<file path="config.mk">
export PLATFORM = sky130hd
export DESIGN_NAME = typing_target_gen
export DESIGN_NICKNAME = d
export VERILOG_FILES = /design/src/rtl/typing_pkg.sv /design/src/rtl/typing_target_gen_lfsr.sv /design/src/rtl/typing_target_gen.sv
export SDC_FILE = /design/constraint.sdc
export NUM_CORES = 1
export LEC_CHECK = 0
export CAP_MARGIN = 20
export CORE_ASPECT_RATIO = 1.75
export CORE_MARGIN = 2
export CORE_UTILIZATION = 50
export DETAILED_ROUTE_END_ITERATION = 7
export GPL_ROUTABILITY_DRIVEN = 0
export PLACE_DENSITY_LB_ADDON = 0.15
export SYNTH_ARGS = -nofsm -noshare
export SYNTH_HDL_FRONTEND = slang
export SYNTH_HIERARCHICAL = 1
export SYNTH_SLANG_ARGS = --single-unit
</file>
<file path="constraint.sdc">
create_clock -name clk -period 9.87 [get_ports clk]
set_clock_uncertainty 0.1 [all_clocks]
set_input_delay 0.987 -clock clk [delete_from_list [all_inputs] [get_ports clk]]
set_output_delay 0.987 -clock clk [all_outputs]
set_load 0.05 [all_outputs]
</file>
<file path="src/rtl/typing_pkg.sv">
// Shared types, constants and symbol helpers for the typing game target generator.
// Alphabet selection: define TARGET_DIGITS_EN to add '0'..'9' to the letters.
package typing_pkg;

    typedef enum logic [1:0] {
        ST_IDLE,
        ST_LOAD,
        ST_WAIT,
        ST_DONE
    } state_t;

    localparam logic [6:0] ASCII_DASH = 7'h2D;
    localparam logic [6:0] ASCII_A    = 7'h41;
    localparam logic [6:0] ASCII_Z    = 7'h5A;
    localparam logic [6:0] ASCII_0    = 7'h30;
    localparam logic [6:0] ASCII_9    = 7'h39;
    localparam logic [7:0] LFSR_SEED  = 8'hA5;

`ifdef TARGET_DIGITS_EN
    localparam int unsigned ALPHA_SIZE = 36;
    localparam int unsigned IDX_W      = 6;
`else
    localparam int unsigned ALPHA_SIZE = 26;
    localparam int unsigned IDX_W      = 5;
`endif

    function automatic logic [6:0] idx_to_ascii(input logic [IDX_W-1:0] idx);
`ifdef TARGET_DIGITS_EN
        if (idx < IDX_W'(26)) begin
            return ASCII_A + 7'(idx);
        end
        return ASCII_0 + 7'(idx - IDX_W'(26));
`else
        return ASCII_A + 7'(idx);
`endif
    endfunction

    // Successor in the circular alphabet order used for repeat avoidance.
    function automatic logic [6:0] next_symbol(input logic [6:0] c);
`ifdef TARGET_DIGITS_EN
        if (c == ASCII_Z) begin
            return ASCII_0;
        end
        if (c == ASCII_9) begin
            return ASCII_A;
        end
        return c + 7'd1;
`else
        if (c == ASCII_Z) begin
            return ASCII_A;
        end
        return c + 7'd1;
`endif
    endfunction

    function automatic logic [7:0] sat_inc(input logic [7:0] v);
        return (v == 8'hFF) ? v : v + 8'd1;
    endfunction

endpackage

</file>
<file path="src/rtl/typing_target_gen_lfsr.sv">
// Free-running 8-bit Fibonacci LFSR (x^8+x^6+x^5+x^4+1) mapped onto the target alphabet.
// Alphabet follows TARGET_DIGITS_EN through typing_pkg.
module target_lfsr
    import typing_pkg::*;
(
    input  logic       clk,
    input  logic       rst,
    output logic [6:0] target
);

    logic [7:0]       lfsr_q;
    logic [7:0]       lfsr_d;
    logic [IDX_W-1:0] idx_raw;
    logic [IDX_W-1:0] idx;

    always_comb begin
        lfsr_d  = {lfsr_q[6:0], lfsr_q[7] ^ lfsr_q[5] ^ lfsr_q[4] ^ lfsr_q[3]};
        idx_raw = lfsr_q[IDX_W-1:0];
        // Single subtraction suffices: the raw index never reaches twice the alphabet size.
        idx     = (idx_raw >= IDX_W'(ALPHA_SIZE)) ? idx_raw - IDX_W'(ALPHA_SIZE) : idx_raw;
        target  = idx_to_ascii(idx);
    end

    always_ff @(posedge clk) begin
        if (rst) begin
            lfsr_q <= LFSR_SEED;
        end else begin
            lfsr_q <= lfsr_d;
        end
    end

endmodule

</file>
<file path="src/rtl/typing_target_gen.sv">
// Typing game round controller: target selection, keystroke judging, timeout and counters.
// Optional alphabet extension with digits via the TARGET_DIGITS_EN macro.
module typing_target_gen
    import typing_pkg::*;
#(
    parameter int unsigned ROUNDS         = 10,
    parameter int unsigned TIMEOUT_CYCLES = 100_000_000
) (
    input  logic       clk,
    input  logic       rst,
    input  logic       start,
    input  logic       key_valid,
    input  logic [6:0] ascii,
    output logic [6:0] selection,
    output logic       round_active,
    output logic       hit,
    output logic       miss,
    output logic       timeout,
    output logic [7:0] score,
    output logic [7:0] errors,
    output logic       done
);

    localparam int unsigned    TW         = $clog2(TIMEOUT_CYCLES);
    localparam logic [TW-1:0]  TIMER_LAST = TW'(TIMEOUT_CYCLES - 1);
    localparam logic [7:0]     ROUND_LAST = 8'(ROUNDS - 1);

    state_t        state_q, state_d;
    logic [TW-1:0] timer_q, timer_d;
    logic [7:0]    round_q, round_d;
    logic [6:0]    prev_q, prev_d;
    logic [6:0]    selection_q, selection_d;
    logic          round_active_q, round_active_d;
    logic          hit_q, hit_d;
    logic          miss_q, miss_d;
    logic          timeout_q, timeout_d;
    logic [7:0]    score_q, score_d;
    logic [7:0]    errors_q, errors_d;
    logic          done_q, done_d;
    logic [6:0]    target;
    logic [6:0]    cand;

    target_lfsr u_lfsr (
        .clk    (clk),
        .rst    (rst),
        .target (target)
    );

    always_comb begin
        state_d   = state_q;
        timer_d   = timer_q;
        round_d   = round_q;
        prev_d    = prev_q;
        score_d   = score_q;
        errors_d  = errors_q;
        hit_d     = 1'b0;
        miss_d    = 1'b0;
        timeout_d = 1'b0;
        cand      = (target == prev_q) ? next_symbol(target) : target;

        case (state_q)
            ST_IDLE, ST_DONE: begin
                if (start) begin
                    state_d  = ST_LOAD;
                    score_d  = '0;
                    errors_d = '0;
                    round_d  = '0;
                    prev_d   = '0;
                end
            end
            ST_LOAD: begin
                state_d = ST_WAIT;
                timer_d = '0;
                prev_d  = cand;
            end
            ST_WAIT: begin
                if (key_valid) begin
                    if (ascii == selection_q) begin
                        hit_d   = 1'b1;
                        score_d = sat_inc(score_q);
                        round_d = round_q + 8'd1;
                        state_d = (round_q == ROUND_LAST) ? ST_DONE : ST_LOAD;
                    end else begin
                        miss_d   = 1'b1;
                        errors_d = sat_inc(errors_q);
                        // Timer parks on its last value so an expiry masked by a miss fires next cycle.
                        if (timer_q != TIMER_LAST) begin
                            timer_d = timer_q + 1'b1;
                        end
                    end
                end else if (timer_q == TIMER_LAST) begin
                    timeout_d = 1'b1;
                    errors_d  = sat_inc(errors_q);
                    round_d   = round_q + 8'd1;
                    state_d   = (round_q == ROUND_LAST) ? ST_DONE : ST_LOAD;
                end else begin
                    timer_d = timer_q + 1'b1;
                end
            end
            default: state_d = ST_IDLE;
        endcase

        if (state_d == ST_WAIT) begin
            selection_d = (state_q == ST_LOAD) ? cand : selection_q;
        end else begin
            selection_d = ASCII_DASH;
        end
        round_active_d = (state_d == ST_WAIT);
        done_d         = (state_d == ST_DONE);
    end

    always_ff @(posedge clk) begin
        if (rst) begin
            state_q        <= ST_IDLE;
            timer_q        <= '0;
            round_q        <= '0;
            prev_q         <= '0;
            selection_q    <= ASCII_DASH;
            round_active_q <= 1'b0;
            hit_q          <= 1'b0;
            miss_q         <= 1'b0;
            timeout_q      <= 1'b0;
            score_q        <= '0;
            errors_q       <= '0;
            done_q         <= 1'b0;
        end else begin
            state_q        <= state_d;
            timer_q        <= timer_d;
            round_q        <= round_d;
            prev_q         <= prev_d;
            selection_q    <= selection_d;
            round_active_q <= round_active_d;
            hit_q          <= hit_d;
            miss_q         <= miss_d;
            timeout_q      <= timeout_d;
            score_q        <= score_d;
            errors_q       <= errors_d;
            done_q         <= done_d;
        end
    end

    assign selection    = selection_q;
    assign round_active = round_active_q;
    assign hit          = hit_q;
    assign miss         = miss_q;
    assign timeout      = timeout_q;
    assign score        = score_q;
    assign errors       = errors_q;
    assign done         = done_q;

endmodule

</file>
======== Word level (Yosys, flattened, before mapping) ========
Index checks and enable logic that the tools add are counted.
word-level totals
  register bits ........................... 80
  input port bits ......................... 11
cells by class
  add/sub/neg operators ................... 7
  magnitude comparators ................... 1
  equal/unequal tests ..................... 22
  mux-type cells .......................... 35
  bitwise operators ....................... 6
  reduce and logical (&&, ||, !) cells .... 13
operators by type and width
  cell                   number
  $mux 27                4
  $mux 8                 11
  $pmux 27 s2            1
  $pmux 8 s2             3
  $mux 7                 4
  $add 27x1->27 const B  1
  $eq 27x27->1 const B   1
  $ne 27x27->1 const B   1
  $add 8x1->8 const B    3
  $eq 8x8->1 const B     2
  $ne 3x3->1 const B     5
  $eq 7x7->1             2
  $pmux 7 s2             1
  $reduce_and 4->1       3
  $mux 2                 5
  $eq 2x2->1 const B     4
  $eq 8x4->1 const B     1
  $ne 2x2->1 const B     4
  $add 7x1->7 const B    1
  $add 7x5->7 const A    1
  $eq 7x7->1 const B     1
  $pmux 2 s3             1
  $reduce_bool 2->1      3
  $reduce_or 3->1        2
  11 further kinds       19

======== Depth between registers and ports, before layout ========
Gate-level depths: netlist (run 1).
  depth after elaboration ................. 8
  mapped depth ............................ 17
  gate-level depth less buffers ........... 16

======== By module ========
Netlist (run 1), hierarchy kept.
by module, submodules not included
  module             times used  cells each  area each (µm²)
  typing_target_gen  1           454         3,872.5
  target_lfsr        1           54          454.2

======== Least setup slack after synthesis (run 1) ========
OpenSTA, ideal clock, no wires.
  path kind ............................... register to register
  from .................................... register u_lfsr.lfsr_q[1]
  to ...................................... register prev_q[5]
  library setup time ...................... 0.128 ns
  arrival ................................. 3.062 ns
  required time ........................... 9.642 ns
  slack ................................... 6.580 ns
  stages on the path, launching flop included .. 18
  buffers on the path ..................... 1
  clock period less this slack ............ 3.290 ns
  cell sequence ........................... dfxtp_1 > buf_2 > inv_1 > ha_1 > o21a_1 > o21ai_1 > o31ai_1 > ha_1 > nand4b_1 > xnor2_1 > nand2_1 > a21oi_1 > xnor2_1 > nand4_1 > nor4_1 > mux2_2 > a22oi_1 > nor2_1
on the way
  cells in the longest elaborated chain, start to end .. 8
  elaborated cells between the ends (all ways) .. 11
  classes of those cells .................. add/sub: 3; order compare: 1; eq/ne: 2; mux: 5
RTL lines
  element                                              line                          RTL
  start: declaration                                   typing_target_gen_lfsr.sv:11  logic [7:0] lfsr_q;
  start signal: assignment                             typing_target_gen_lfsr.sv:28  lfsr_q <= lfsr_d;
  $sub 5x5->5 or $ge 5x5->1 (tied branches)            typing_target_gen_lfsr.sv:20  idx = (idx_raw >= IDX_W'(ALPHA_SIZE)) ? idx_raw - IDX_W'(ALPHA_SIZE) : idx_raw;
  $mux 5 (*)                                           typing_target_gen_lfsr.sv:20
  $add 7x5->7 (*)                                      typing_pkg.sv:34              return ASCII_A + 7'(idx);
  via target[4]                                        typing_target_gen.sv:40       logic [6:0] target;
  branches (longest 3 deep; another with $add 7x1->7)  n/a
  $mux 7 (*)                                           typing_target_gen.sv:59       cand = (target == prev_q) ? next_symbol(target) : target;
  $pmux 7 s2 (*)                                       typing_target_gen.sv:61       case (state_q)
  end signal: assignment                               typing_target_gen.sv:130      prev_q <= prev_d;
  end: declaration                                     typing_target_gen.sv:31       logic [6:0] prev_q, prev_d;
Mark *: on every way through the listed nets, which the timed path passes.
A chain may end at the register's enable or synchronous reset.

======== Worst setup path after layout (run 1) ========
Same ends and word-level chain as after synthesis.

==> impl_results.md, run 1 <==
* Synth Cell Area at 4330 µm²
* Initial Util at 0.517
* Total power at 861 µW
* Detailed-route wire length per cell at 15.5 µm
* Metal1 wirelength at 4.13 mm
* CTS Buffer Depth at 2
* # Max-Cap Violations at 0
* Final Util at 0.600
* Worst Setup End Kind: register
* Die Y at 127 µm
* Yosys top cell area share at 0.370
* Vias at 3757
* Die Area at 9440 µm²
* Synth-to-layout area growth at 16.1%
* Final Cell Area at 5020 µm²
* Crit path time final at 3930 ps
* Detailed Route Iter0 Violations at 213
* Seq/Total Area, Yosys at 0.370
* Pwr/cell area at 171 nW/µm²
* Worst Path Arrival at 4040 ps
* # resized after CTS at 0
* Req. time, crit path at 9990 ps
* Clk_lat worst skew at 340 ps
* Cells after Synth at 508
* Port Buffers at 38
* Die Width at 74.3 µm
* # DRC at 0
* Fmax at 255 MHz
* HP Class: reg2reg
* Most frequent cell after synthesis: dfxtp_1
* Yosys cell types at 75
* DR WL met3 at 283 µm
* H-tree levels at 3
* WL final at 10.2 mm
* CTS tree: done
* Clock sinks at 80
* Setup CP Type: reg2reg
* Period utilisation layout at 0.398
* Worst Setup SP: u_lfsr/lfsr_q[1]$_SDFF_PP0_
* Total Negative Setup Slacks at 0 ps
* GRT Total Usage at 0.233
* Critical R2R Launch: u_lfsr/lfsr_q[1]$_SDFF_PP0_
* Worst slew pin tran at 997 ps
* Synth area leaders: dfxtp_1 (37%), nor2_1 (6.2%), xnor2_1 (5.5%), xor2_1 (5.3%), ha_1 (3.2%)
* Rows at 44
* Final #Nets at 561
* N_diodes at 0
* Area post-placement at 4760 µm²
* Final Hold Vio Count at 0
* Core Footprint at 8370 µm²
* RSZ-0062 raised after global routing: no
* I/O pin cnt at 39
* Worst-path clk slew at 60 ps
* Mean Syn Cell Area at 8.52 µm²
* Synthesized net count at 530
* Vias per std cell at 5.71
* CP Max Fanout at 9
* Post-synth top cells: dfxtp_1 (80), nor2_1 (72), nand2_1 (36)
* Synth area leader: dfxtp_1
* # hold bufs at CTS at 0
* Largest net degree at the start of global routing at 31
* ANT nets after route at 0
* EDFF count, synth at 0
* Post-synth ARST share at 0
* Share of cells above drive strength 1 at 0.0737
* Global-route wire length before repair at 17.2 mm
* DR WL met2 at 5.48 mm
* DP HPWL at 7.46 mm
* Final max-slew violation count at 0
* CTS buffer count at 9
* DR top layer: met4
* Maximum VDD drop at 0.130 mV
* Global route total overflow at 0
* Leakage power at 0.00169 µW
* Worst rel slew slack at 0.333
* Ys flop type: dfxtp_1
* Startpoint types: register
* Endpoints failing setup at 0
* Post-CTS Setup Bufs at 0
* Vias in the first global route at 3670
* Status: completed
* Synth warn at 6
* CTS root buffer: clkbuf_16
* Initial antenna violation count at 0
* Min-Delay Startpoint: u_lfsr/lfsr_q[6]$_SDFF_PP0_
* Flops & latches, synth at 80
* DRT Pass-1 Iters at 4
-- registers in the layout, indices dropped and copies added (netlist names) --
name,count
score,8
round_q,8
errors,8
done,1
u_lfsr/lfsr_q,8
miss,1
state_q,2
selection,7
timer_q,27
round_active,1
timeout,1
hit,1
prev_q,7
-- per-stage QoR --
stage	worst slack [ps]	std cells	hold slack, ps
6_report	5940	658	315
2_1_floorplan	6580	508	283
3_3_place_gp	6240	643	292
5_1_grt	5680	658	329
4_1_cts	6030	658	314
3_5_place_dp	6060	643	301
-- final timing paths --
path | end | slack [ps] | cells past startpoint
max | prev_q[5]$_SDFFE_PP0P_ | 5940 | 14
min | u_lfsr/lfsr_q[7]$_SDFF_PP1_ | 310 | 1
max reg2reg | prev_q[5]$_SDFFE_PP0P_ | 5940 | 14
min reg2reg | u_lfsr/lfsr_q[7]$_SDFF_PP1_ | 310 | 1
-- per-layer routing --
metal	up-vias	track usage
met3	24	0.0363
met1	1798	0.265
li1	1872	-
met5	-	0
met4	0	0.123
met2	63	0.408
-- layout make-up --
cell class / instances / area, µm²
clock buffer: 15 / 268
fill: 774 / 3340
inverter: 15 / 56.3
multi-input combinational: 393 / 2560
sequential: 80 / 1600
tap: 115 / 144
timing repair buffer: 40 / 395
-- worst max-delay path, stage by stage, from the launching register on --
cell and delay, ps:
dfxtp_1 480, inv_1 130, ha_1 320, o31ai_1 310
ha_1 280, nand4b_1 130, xnor2_1 180, nand2_1 70
a21oi_1 320, xnor2_1 180, nand4_1 270, nor4_1 430
mux2_2 390, a22oi_1 160, nor2_1 60
-- cell usage in the layout, fill, tap and decap left out, drive strengths merged, types with 10 or more instances in the layout --
cell type	n
xor2	26
o21ai	18
clkdlybuf4s50	38
clkbuf	15
xnor2	27
ha	11
inv	14
dfxtp	80
nand2	38
nor3	11
a21oi	21
nor2	72
nand4	22
nand3	27
nor4	10
-- logic make-up (layout without fill, tap and decap cells) --
group / Yosys count / in the layout / synth area share
simple gates: 241 / 241 / 0.308
compound gates: 82 / 82 / 0.132
flops: 80 / 80 / 0.370
xor+xnor: 53 / 53 / 0.107
buf+inv: 35 / 70 / 0.0382
fa+ha+maj: 11 / 11 / 0.0318
mux: 5 / 5 / 0.0121
other cells: 1 / 1 / 0.000867
-- power breakdown --
part / switching (µW) / internal, µW / leakage (µW) / total (µW)
registers: 11.1 / 334 / 0.000647 / 346
logic: 145 / 64.7 / 0.000915 / 209
clock network: 123 / 183 / 0.000130 / 306
Power figures use the tool's default switching activity.
==> run 2: changes to the inputs <==
- clock period: 9.87 -> 3.89 ns (I/O delays scaled with it)
==> run 2 against run 1 <==
Effect of this change:
- clock power grew to 3.0 times the previous value
- critical path depth is 3 higher
- die area stayed put
- sequential share of layout area fell by 0.63 points
- via count rose by 1.3%
==> impl_results.md, run 2 (synthesis gave the netlist of run 1 again) <==
* Status: completed
* Final #Nets at 565 (+0.71%)
* Reg with most FFs: timer_q
* Req. time, crit path at 4020 ps (-5970 ps)
* Fmax at 283 MHz (+11%)
* Core Footprint at 8370 µm² (unchanged)
* CTS Buffer Depth at 2 (unchanged)
* Crit-path cells: inv_1, ha_1, o21a_1, o21ai_1, o31ai_1, ha_2, nand4b_1, xnor2_1, nand2_1, a21oi_2, xnor2_1, nand4_1, buf_4, nor4_1, mux2_2, a22oi_1, nor2_1
* Worst Setup End Kind: register
* Max reg flops at 27 (unchanged)
* CTS root buffer: clkbuf_16
* Vias per std cell at 5.74 (+0.57%)
* DP HPWL at 7.53 mm (+0.90%)
* Worst Path Arrival at 3660 ps (-380 ps)
* CTS tree: done
* Clk_lat worst skew at 340 ps (about the same)
* Cells on worst reg2reg path at 17 (+3)
* Crit-path max cell delay at 390 ps (-90 ps)
* Final Hold Vio Count at 0 (unchanged)
* CP Max Fanout at 9 (unchanged)
* N_diodes at 0 (unchanged)
* RSZ-0062 raised after global routing: no
* Global route total overflow at 0 (unchanged)
* CTS buffer count at 9 (unchanged)
* Startpoint types: register
* Detailed-route wire length per cell at 15.8 µm (+1.5%)
* Die Area at 9440 µm² (unchanged)
* Vias at 3807 (+1.3%)
* Most used cell, CP: xnor2_1
* Leakage power at 0.00174 µW (+3.0%)
* Share of cells above drive strength 1 at 0.0985 (+0.0249)
* GRT Total Usage at 0.235 (+0.00188)
* Port Buffers at 38 (unchanged)
* Worst Setup SP: u_lfsr/lfsr_q[1]$_SDFF_PP0_
* # Max-Cap Violations at 0 (unchanged)
* Pwr/cell area at 452 nW/µm² (+160%)
* Period utilisation layout at 0.909 (+0.511)
* Post-route insts no fill at 663 (+0.76%)
* Most frequent cells in the layout: dfxtp_1 (78), nor2_1 (72), clkdlybuf4s50_1 (38), nand2_1 (36)
* Critical R2R Launch: u_lfsr/lfsr_q[1]$_SDFF_PP0_
* Worst rel slew slack at 0.311 (-0.0220)
* DRT Pass-1 Iters at 4 (unchanged)
* Clock sinks at 80 (unchanged)
* Setup CP Type: reg2reg
* Hold slack at 306 ps (-8.63 ps)
* H-tree levels at 3 (unchanged)
* Final max-slew violation count at 0 (unchanged)
* HP Class: reg2reg
* I/O pin cnt at 39 (unchanged)
* Die Width at 74.3 µm (unchanged)
* Total Negative Setup Slacks at 0 ps (unchanged)
* Detailed Route Iter0 Violations at 238 (+12%)
* Fill cells at 786 (+1.6%)
* Crit path time final at 3540 ps (-391 ps)
* # DRC at 0 (unchanged)
* Min-Delay Startpoint: u_lfsr/lfsr_q[6]$_SDFF_PP0_
* WL final at 10.5 mm (+2.2%)
* Global-route wire length before repair at 17.4 mm (+1.7%)
* Final setup margin at 354 ps (-5590 ps)
* ANT nets after route at 0 (unchanged)
* Die Y at 127 µm (unchanged)
* Final Util at 0.613 (+0.0130)
* Largest net degree at the start of global routing at 26 (-16%)
* Worst slew pin tran at 1030 ps (+36.7 ps)
* Endpoints failing setup at 0 (unchanged)
* Commonest non-fill, non-tap cell in the layout: dfxtp_1
* Initial antenna violation count at 0 (unchanged)
* Worst R2R Setup Slack at 350 ps (-5590 ps)
* Maximum VDD drop at 0.325 mV (+150%)
* Initial Util at 0.517 (unchanged)
* # hold bufs at CTS at 0 (unchanged)
* Placed insts at 646 (+0.47%)
* Vias in the first global route at 3741 (+1.9%)
* Synth-to-layout area growth at 18.7%
* Worst-path clk slew at 60 ps (about the same)
* Hold Crit Depth at 1 (unchanged)
* CP max stage cell: mux2_2
* Rows at 44 (unchanged)
* Pre-CTS setup slack at 189 ps (-5870 ps)
[run 2: changes by cell type in the layout (fill, tap and decap cells not counted), sizes merged]
cell and delta:
bufinv +2, buf +4, clkinv +3, clkbuf -5, clkinvlp +1
[run 2: repair_timing]
item,4_1_cts,5_1_grt
setup buffers,0,1
endpoints found under the setup margin,0,13
resized for setup,0,6
[run 2: per-stage QoR]
step,total power [µW],instance area [µm²]
6_report,2320,5130
5_1_grt,2440,5130
4_1_cts,2330,5100
3_5_place_dp,1420,4780
3_3_place_gp,1410,4780
2_1_floorplan,1310,4330
[run 2: final cells by class]
cell class	instances	area, µm²	share of cell area
Clock buffer	10	239	0.0466
Clock inverter	6	82.6	0.0161
Inverter	15	56.3	0.0110
Multi-Input combinational cell	393	2580	0.503
Sequential cell	80	1600	0.312
Tap cell	115	144	0.0280
Timing Repair Buffer	44	425	0.0829
[run 2: worst max-delay path, delay by kind of cell, from the launching register on]
family | cells | cell delay (ps)
xor gates and xnor gates | 2 | 320
muxes | 1 | 390
DFF | 1 | 360
AOI/OAI and AO/OA | 5 | 700
adders and majority gates | 2 | 620
buffers and inverters | 2 | 270
and+or+nand+nor | 5 | 670
[run 2: worst paths after layout]
path,endpoint
setup / recovery,prev_q[5]$_SDFFE_PP0P_
hold / removal,u_lfsr/lfsr_q[7]$_SDFF_PP1_
setup reg to reg,prev_q[5]$_SDFFE_PP0P_
hold reg to reg,u_lfsr/lfsr_q[7]$_SDFF_PP1_
[run 2: power breakdown]
part / internal, µW / total [µW] / switching, µW
logic: 173 / 542 / 369
registers: 849 / 877 / 28.2
clock network: 576 / 904 / 329
total: 1600 / 2320 / 726
[run 2: layer usage]
layer / GRT usage / up-vias / share of wire
met3: 0.0394 / 31 / 0.027
met2: 0.411 / 85 / 0.53
met5: 0 / - / 0
li1: - / 1874 / -
met4: 0.134 / 0 / 0.044
met1: 0.260 / 1817 / 0.39
